### src/rtl/seq_detector_param.sv
// rtl/seq_detector_param.sv - parametrised serial pattern detector with detection counter (optional SEQ_DET_SATURATE_EN)
module seq_detector_param #(
    parameter int                 PAT_LEN = 3,
    parameter logic [PAT_LEN-1:0] PATTERN = 3'b010,
    parameter int                 COUNT_W = 10,
    parameter int                 OVERLAP = 1
) (
    input  logic               clk,
    input  logic               rst,
    input  logic               x_valid,
    input  logic               x,
    input  logic               cnt_clr,
    output logic               y,
    output logic [COUNT_W-1:0] users_count,
    output logic               cnt_ovf
);

    localparam int                  FILL_W    = $clog2(PAT_LEN + 1);
    localparam logic [FILL_W-1:0]   FILL_FULL = FILL_W'(PAT_LEN);
    localparam logic [COUNT_W-1:0]  CNT_MAX   = {COUNT_W{1'b1}};

    logic [PAT_LEN-1:0] hist_q, hist_d;
    logic [FILL_W-1:0]  fill_q, fill_d;
    logic               y_q, y_d;
    logic [COUNT_W-1:0] cnt_q, cnt_d;
    logic               ovf_q, ovf_d;

    logic [PAT_LEN-1:0] hist_n;
    logic [FILL_W-1:0]  fill_n;
    logic               match;

    // Next-state: shift in qualified bits, detect, count, and apply the clear last so it wins
    always_comb begin
        hist_d = hist_q;
        fill_d = fill_q;
        y_d    = 1'b0;
        cnt_d  = cnt_q;
        ovf_d  = ovf_q;

        hist_n = {hist_q[PAT_LEN-2:0], x};
        fill_n = (fill_q == FILL_FULL) ? fill_q : fill_q + FILL_W'(1);
        match  = x_valid && (fill_n == FILL_FULL) && (hist_n == PATTERN);

        if (x_valid) begin
            hist_d = hist_n;
            // Non-overlapping mode forgets the matched bits so the next hit needs a full fresh pattern
            fill_d = (match && (OVERLAP == 0)) ? '0 : fill_n;
            y_d    = match;
        end

        if (match) begin
            if (cnt_q == CNT_MAX) begin
                ovf_d = 1'b1;
`ifdef SEQ_DET_SATURATE_EN
                cnt_d = cnt_q;
`else
                cnt_d = '0;
`endif
            end else begin
                cnt_d = cnt_q + COUNT_W'(1);
            end
        end

        if (cnt_clr) begin
            cnt_d = '0;
            ovf_d = 1'b0;
        end
    end

    // State registers with synchronous reset that discards any partial match
    always_ff @(posedge clk) begin
        if (rst) begin
            hist_q <= '0;
            fill_q <= '0;
            y_q    <= 1'b0;
            cnt_q  <= '0;
            ovf_q  <= 1'b0;
        end else begin
            hist_q <= hist_d;
            fill_q <= fill_d;
            y_q    <= y_d;
            cnt_q  <= cnt_d;
            ovf_q  <= ovf_d;
        end
    end

    assign y           = y_q;
    assign users_count = cnt_q;
    assign cnt_ovf     = ovf_q;

endmodule

### config.mk
export PLATFORM = sky130hd
export DESIGN_NAME = seq_detector_param
export DESIGN_NICKNAME = d
export VERILOG_FILES = /design/src/rtl/seq_detector_param.sv
export SDC_FILE = /design/constraint.sdc
export NUM_CORES = 1
export LEC_CHECK = 0
export CAP_MARGIN = 10
export CORE_MARGIN = 2
export CORE_UTILIZATION = 40
export CTS_CLUSTER_DIAMETER = 80
export CTS_CLUSTER_SIZE = 10
export DETAILED_ROUTE_END_ITERATION = 8
export PLACE_DENSITY = 0.63
export SLEW_MARGIN = 5
export SYNTH_ARGS = -nofsm -noshare
export SYNTH_HDL_FRONTEND = slang
export SYNTH_SLANG_ARGS = --single-unit
### constraint.sdc
create_clock -name clk -period 1.4 [get_ports clk]
set_input_delay 0.28 -clock clk [delete_from_list [all_inputs] [get_ports clk]]
set_output_delay 0.28 -clock clk [all_outputs]
set_load 0.005 [all_outputs]
**Word level (Yosys, flattened, before mapping)**

Cells that the tools add are included.

- Register bits: 16
- Bits of input ports: 5
- Output and inout port bits: 12
- Logic and storage cells: 19

- $add $sub $neg: 2
- Eq/ne operators: 4
- Multiplexer cells: 2
- Bitwise operators: 1
- Reductions and logical operators: 5

Operators by type and width:

| kind | count |
|---|---|
| adder 10 x 1 -> 10 bit, second input constant | 1 |
| equality test 10 bit, second input constant | 1 |
| 2-to-1 mux 10 bit | 1 |
| equality test 2 bit, second input constant | 2 |
| OR reduction 2 bit | 2 |
| equality test 3 x 2 -> 1 bit, second input constant | 1 |
| adder 2 x 1 -> 2 bit, second input constant | 1 |
| logical AND 1 bit | 2 |
| 2-to-1 mux 2 bit | 1 |
| AND reduction 2 bit | 1 |
| NOT 1 bit | 1 |

**Longest topological paths before layout**

Gate-level depths: netlist of the first run.

- Word-level depth: 6
- Gate-level depth with buffers: 5

**Worst setup path after synthesis of the first run**

Ideal clock, no wire load.

- Path kind: flip-flop to flip-flop
- Start: register cnt_q[0], in the netlist users_count[0]
- End: register cnt_q[0], in the netlist users_count[0]
- Setup time: 0.117 ns
- Arrival time: 1.132 ns
- Required time: 1.283 ns
- Setup slack: 0.151 ns
- Cell stages (with the launch flop): 6
- Path buffers: 0
- Period minus slack after synthesis: 1.249 ns
- Path through: dfxtp_1 > ha_1 > nand3_1 > nor2_1 > a31o_2 > nor2_1

- Word-level cells in the longest chain between the ends: 2
- Elaborated cells between the ends (all ways): 3
- Classes of those cells: add/sub: 1; eq/ne: 1; mux: 1

Ends and longest elaborated chain:

| what | line | text |
|---|---|---|
| from (decl) | 25 | `logic [COUNT_W-1:0] cnt_q, cnt_d;` |
| from (signal assigned) | 82 | `cnt_q <= cnt_d;` |
| adder 10 x 1 -> 10 bit / equality test 10 bit (equally long branches) | 60, 52 |  |
| 2-to-1 mux 10 bit * | 52 | `if (cnt_q == CNT_MAX) begin` |

Every way passes the cells marked *; elsewhere a longest branch is shown, timed or not.
A chain may end at the register's enable or synchronous reset.

**Worst setup path after layout of the first run**

- Start: register y_q, in the netlist y
- End: output y

RTL lines:

| what | line | text |
|---|---|---|
| from (decl) | 24 | `logic y_q, y_d;` |
| from (signal assigned) | 81 | `y_q <= y_d;` |
| to (decl) | 13 | `output logic y,` |

No word-level cell between the ends.

==> results_dict.tcl, run 1 <==
set metrics [dict create \
    outcome "finished, final reports clean" \
    syn_to_final_growth_pct 52.8 \
    ys_types 23 \
    overflow 0 \
    drive_gt1_share_pct 34.5 \
    final_antenna_net_count 0 \
    critPathLaunchType "flop" \
    p_total_mw 0.759 \
    finClkSkew_ns 0.00950 \
    layoutNonFillerInstCount 135 \
    cts_max_level 1 \
    synth_largest_area_cell "dfxtp_1" \
    power_frac_clock_pct 32.4 \
    fin_ws_ns 0.0456 \
    period_needed_ns 1.35 \
    core_um2 1710 \
    netlist_area_um2 718 \
    grtUsageTotal_pct 15.2 \
    ys_seq_elements 16 \
    drc 0 \
    finalMaxSlewViolations 0 \
    p_int_mw 0.585 \
    pre_cts_slack_ns -0.345 \
    wl_per_cell_um 10.4 \
    nFillCells 145 \
    yosysMostFrequentCell "nor2_1" \
    power_leakage_nw 0.576 \
    syn_nets 82 \
    required_ns 1.12 \
    synth-seq-area-share_pct 44.6 \
    slew_headroom_pct 81.0 \
    vias 624 \
    rsz0062_at_grt "no" \
    hold_path.class "input pin to flop" \
    placedInstanceArea_um2 976 \
    clk_pin_slew_worst_paths_ns 0.09 \
    grt_max_degree 9 \
    synth_edf_count 0 \
    avgSynthCellArea_um2 9.45 \
    cp_max_fo 1 \
    worstPathCellList "clkdlybuf4s50_1" \
    power_frac_seq_pct 61.0 \
    period_share_pct 96.7 \
    pwr_density_cell_nw_per_um2 692 \
    synth_area_leaders "dfxtp_1 (45%), xnor2_1 (11%), nor2_1 (9.4%)" \
    insertion_delay_ns 0.28 \
    via_per_inst 4.62 \
    grt_pass1_wl_um 2360 \
    p_switching_mw 0.174 \
    fin_area_um2 1100 \
    critPathSlowestCell "clkdlybuf4s50_1" \
    numCtsBuffers 3 \
    dieArea_um2 2150 \
    cts_tree "built" \
    dp_cells 126 \
    start_util_pct 42.1 \
    antenna_found_initial 0 \
    fmax_ghz 0.738 \
    die_w_um 46.4 \
    slowest_delay_ns 0.48 \
    hold_violations 0 \
    ir_worst_vdd_mv 0.494 \
    crit_arrival_ns 1.07 \
    critPathKind "flop to output pin" \
    crit_family "buffers and inverters" \
    final_nets 118 \
    synthArstFlopShare_pct 0 \
    rows 15 \
    worst_pin_slew_ns 0.285 \
    synth_common_cells "nor2_1 (18), dfxtp_1 (16), xnor2_1 (9)" \
    wl_um 1400 \
    io-pin-count 17 \
    yosys_most_used_dff "dfxtp_1" \
    die_h_um 46.4 \
    max-cap-violations 0 \
    place_hpwl_um 1050 \
    io_buffers 16 \
    p_comb_share_pct 6.7 \
    n_antenna_cell 0 \
    rrSetupSlack_ns 0.16 \
    synth_cells 76 \
    first_global_vias 604 \
    clk_path_buf_depth 2 \
    gp_congestion 0.709 \
    synth_top_cell_area_share_pct 44.6 \
    finalSetupViolations 0 \
    cts.sinks 16 \
    path_buf_inv 1 \
    cts_hold_buf 0 \
    endpoint_kind "output pin" \
    drt-pass1-iter-count 1 \
    swShare_pct 22.9 \
    synth_warnings 0 \
    root_buffer "clkbuf_4" \
    dr.first_iter.drc_count 0 \
]
[kinds of logic after synthesis]
family          Yosys count  share of synthesized area (%)
compound gates            5                           4.18
mux                       2                           2.79
flops                    16                           44.6
buf+inv                   4                           3.31
xor+xnor                  9                           11.0
simple gates             39                           32.4
fa+ha+maj                 1                           1.74
[power by group through the flow]
stage                     logic, mW  clock network [mW]  registers [mW]
after floorplan              0.0210                   0           0.477
after global placement       0.0484                   0           0.479
after detailed placement     0.0499                   0           0.479
after CTS                    0.0503               0.242           0.463
after global routing         0.0562               0.266           0.464
final                        0.0507               0.246           0.463
[cell usage in the layout, fill, tap and decap left out, drive strengths merged, types with 3 or more instances in the layout]
cell / netlist / routed
nor2: 19 / 19
buf: 2 / 17
dfxtp: 16 / 16
xnor2: 9 / 9
dlymetal6s2s: 0 / 8
nor3: 6 / 6
nand2: 4 / 4
clkdlybuf4s50: 0 / 4
dlygate4sd2: 0 / 4
clkbuf: 0 / 3
[per-stage QoR]
step | hold WS, ns | TNS (ns) | utilization, %
global placement | 0.451 | -2.82 | 57.1
finish | 0.453 | 0 | 64.2
detailed placement | 0.458 | -3.42 | 57.1
floorplan | 0.352 | 0 | -
CTS | 0.475 | 0 | 62.3
global route | 0.484 | 0 | 64.2
[routing by layer]
| metal | routed length (um) | GRT usage (%) | up-vias | part of all wire (%) |
|---|---|---|---|---|
| li1 | - | - | 327 | - |
| met4 | 11 | 5.14 | 0 | 0.78 |
| met5 | 0 | 0 | - | 0 |
| met1 | 598 | 16.6 | 282 | 43 |
| met2 | 725 | 28.3 | 13 | 52 |
| met3 | 67 | 3.53 | 2 | 4.8 |
[worst min-delay path, delay by kind of cell]
| kind | cells | cell delay [ns] |
|---|---|---|
| buffers and inverters | 1 | 0.23 |
| muxes | 1 | 0.12 |
| and+or+nand+nor | 1 | 0.07 |
[flip-flops by register name (all words and copies together), names as in the netlist]
| name | count |
|---|---|
| cnt_ovf | 1 |
| hist_q | 2 |
| y | 1 |
| fill_q | 2 |
| users_count | 10 |
[final cells by class]
cell class / count / area, um^2 / share of cell area (%)
timing repair buffer: 33 / 307 / 27.9
sequential: 16 / 342 / 31.1
clock buffer: 3 / 22.5 / 2.05
multi-input combinational: 56 / 388 / 35.3
tap: 25 / 31.3 / 2.85
inverter: 2 / 7.51 / 0.684
[worst paths after layout]
kind	to	cells after the start	start
hold reg to reg	cnt_ovf$_SDFFE_PP0P_	2	cnt_ovf$_SDFFE_PP0P_
setup / recovery	y	1	y$_SDFF_PP0_
hold / removal	hist_q[0]$_SDFFE_PP0P_	3	x_valid
setup reg to reg	users_count[3]$_SDFFE_PP0P_	5	users_count[1]$_SDFFE_PP0P_
[timing repair]
item,CTS,global route
setup buffers,6,0
gates cloned,0,0
pin swaps,0,2
gates resized for setup,18,11
endpoints found under the setup margin,17,15
No activity file was read; power rests on OpenSTA's default activity.
==> run 2, diff against run 1 <==
--- a/config.mk
+++ b/config.mk
@@ -11,7 +11,7 @@
 export CTS_CLUSTER_DIAMETER = 80
 export CTS_CLUSTER_SIZE = 10
 export DETAILED_ROUTE_END_ITERATION = 8
-export PLACE_DENSITY = 0.63
+export PLACE_DENSITY = 0.66
 export SLEW_MARGIN = 5
 export SYNTH_ARGS = -nofsm -noshare
 export SYNTH_HDL_FRONTEND = slang
==> constraint.sdc (replaced) <==
create_clock -name clk -period 1.2 [get_ports clk]
set_input_delay 0.24 -clock clk [delete_from_list [all_inputs] [get_ports clk]]
set_output_delay 0.24 -clock clk [all_outputs]
set_load 0.005 [all_outputs]
==> results_dict.tcl, run 2 (synthesis results as in run 1) <==
set metrics [dict create \
    final.setup.tns_ns -0.528 \
    period_needed_ns 1.30 \
    hold_path.class "input pin to flop" \
    max-cap-violations 0 \
    slew_headroom_pct 82.7 \
    antenna_found_initial 0 \
    syn_to_final_growth_pct 69.3 \
    final_antenna_net_count 0 \
    cts_tree "built" \
    grt_max_degree 9 \
    core_um2 1710 \
    cts.sinks 16 \
    layout_commonest_cell "buf_4" \
    nFillCells 140 \
    insertion_delay_ns 0.29 \
    cp_max_fo 8 \
    place_hpwl_um 1170 \
    required_ns 1.39 \
    grt_pass1_wl_um 2980 \
    cts_hold_buf 0 \
    crit_arrival_ns 1.49 \
    io_buffers 16 \
    via_per_inst 4.71 \
    numCtsBuffers 3 \
    grt.busiest_layer "met2" \
    first_global_vias 711 \
    placedInstanceArea_um2 1040 \
    dr.first_iter.drc_count 7 \
    fmax_ghz 0.770 \
    overflow 0 \
    clk_path_buf_depth 2 \
    finalSetupViolations 10 \
    period_share_pct 108 \
    clk_pin_slew_worst_paths_ns 0.10 \
    outcome "finished with violations" \
    finalMaxSlewViolations 0 \
    layout_common_cells "buf_4 (25), nor2_1 (13), dfxtp_2 (13)" \
    fin_hold_ws_ns 0.388 \
    pwr_density_cell_nw_per_um2 745 \
    fin_area_um2 1220 \
    finClkSkew_ns 0.00373 \
    rows 15 \
    gp_congestion 0.739 \
    die_w_um 46.4 \
    violations "setup timing" \
    power_leakage_nw 0.546 \
    endpoint_kind "flop" \
    vias 693 \
    n_antenna_cell 0 \
    wl_per_cell_um 12.6 \
    critPathKind "flop to flop" \
    root_buffer "clkbuf_4" \
    final_nets 130 \
    rsz0062_at_grt "yes" \
    gr-usage-met3_pct 3.53 \
    finish.utilization_pct 71.2 \
    grtUsageMet1_pct 22.8 \
    io-pin-count 17 \
    die_h_um 46.4 \
    drc 0 \
    drive_gt1_share_pct 53.3 \
    critPathLaunchType "flop" \
    cts_max_level 1 \
    ir_worst_vdd_mv 0.652 \
    drt-pass1-iter-count 4 \
    wl_um 1860 \
    met2_usage_pct 36.7 \
    start_util_pct 42.1 \
    fin_ws_ns -0.0991 \
    grtUsageTotal_pct 20.2 \
    worst_pin_slew_ns 0.258 \
    hold_violations 0 \
    dieArea_um2 2150 \
    largest_register_ff_count 10 \
]
-- run 2: cell types whose count changed in the layout (fill, tap and decap cells not counted), sizes merged --
| cell | before | now |
|---|---|---|
| dlymetal6s2s | 8 | 0 |
| clkbuf | 3 | 6 |
| clkdlybuf4s50 | 4 | 2 |
| dlygate4sd2 | 4 | 11 |
| buf | 17 | 29 |
-- run 2: repair_timing --
action,4_1_cts,5_1_grt
pin swaps,11,4
setup buffers,9,1
endpoints found under the setup margin,23,13
gates resized for setup,46,6
-- run 2: worst paths after layout --
kind	startpoint	end	slack, ns	cells past startpoint
setup / recovery	hist_q[1]$_SDFFE_PP0P_	users_count[9]$_SDFFE_PP0P_	-0.1	5
hold / removal	x	y$_SDFF_PP0_	0.39	3
setup reg to reg	hist_q[1]$_SDFFE_PP0P_	users_count[9]$_SDFFE_PP0P_	-0.1	5
hold reg to reg	cnt_ovf$_SDFFE_PP0P_	cnt_ovf$_SDFFE_PP0P_	0.48	2
-- run 2: where the power goes --
group          switching (mW)  internal, mW  total, mW
Clock                   0.176         0.117      0.292
Combinational          0.0308        0.0378     0.0686
Sequential            0.00848         0.537      0.545
Total                   0.215         0.691      0.906
-- run 2: stage by stage --
step                      setup WS, ns  cells  power [mW]
after floorplan               0.000132     76       0.582
after global placement          -0.441    134       0.622
after detailed placement        -0.427    134       0.624
after CTS                      -0.0692    146       0.898
after global routing            -0.162    147       0.929
final                          -0.0991    147       0.906
-- run 2: final cells by class --
class	instances	area, um^2	area share (%)
Multi-Input combinational cell	56	450	37.0
Timing Repair Buffer	45	364	29.9
Sequential cell	16	340	28.0
Tap cell	25	31.3	2.57
Clock buffer	3	22.5	1.85
Inverter	2	7.51	0.617
-- run 2: critical path, stage by stage (launching register included) --
cell and delay (ns):
dfxtp_2 0.34, nand4bb_1 0.20, buf_6 0.18, nor4_4 0.28, xnor2_1 0.17, nor2_2 0.04
-- run 2: per-layer routing --
layer / share of wire, % / vias to the layer above
met3: 2.6 / 4
met2: 54 / 12
met5: 0 / -
li1: - / 351
met1: 41 / 326
met4: 2.2 / 0
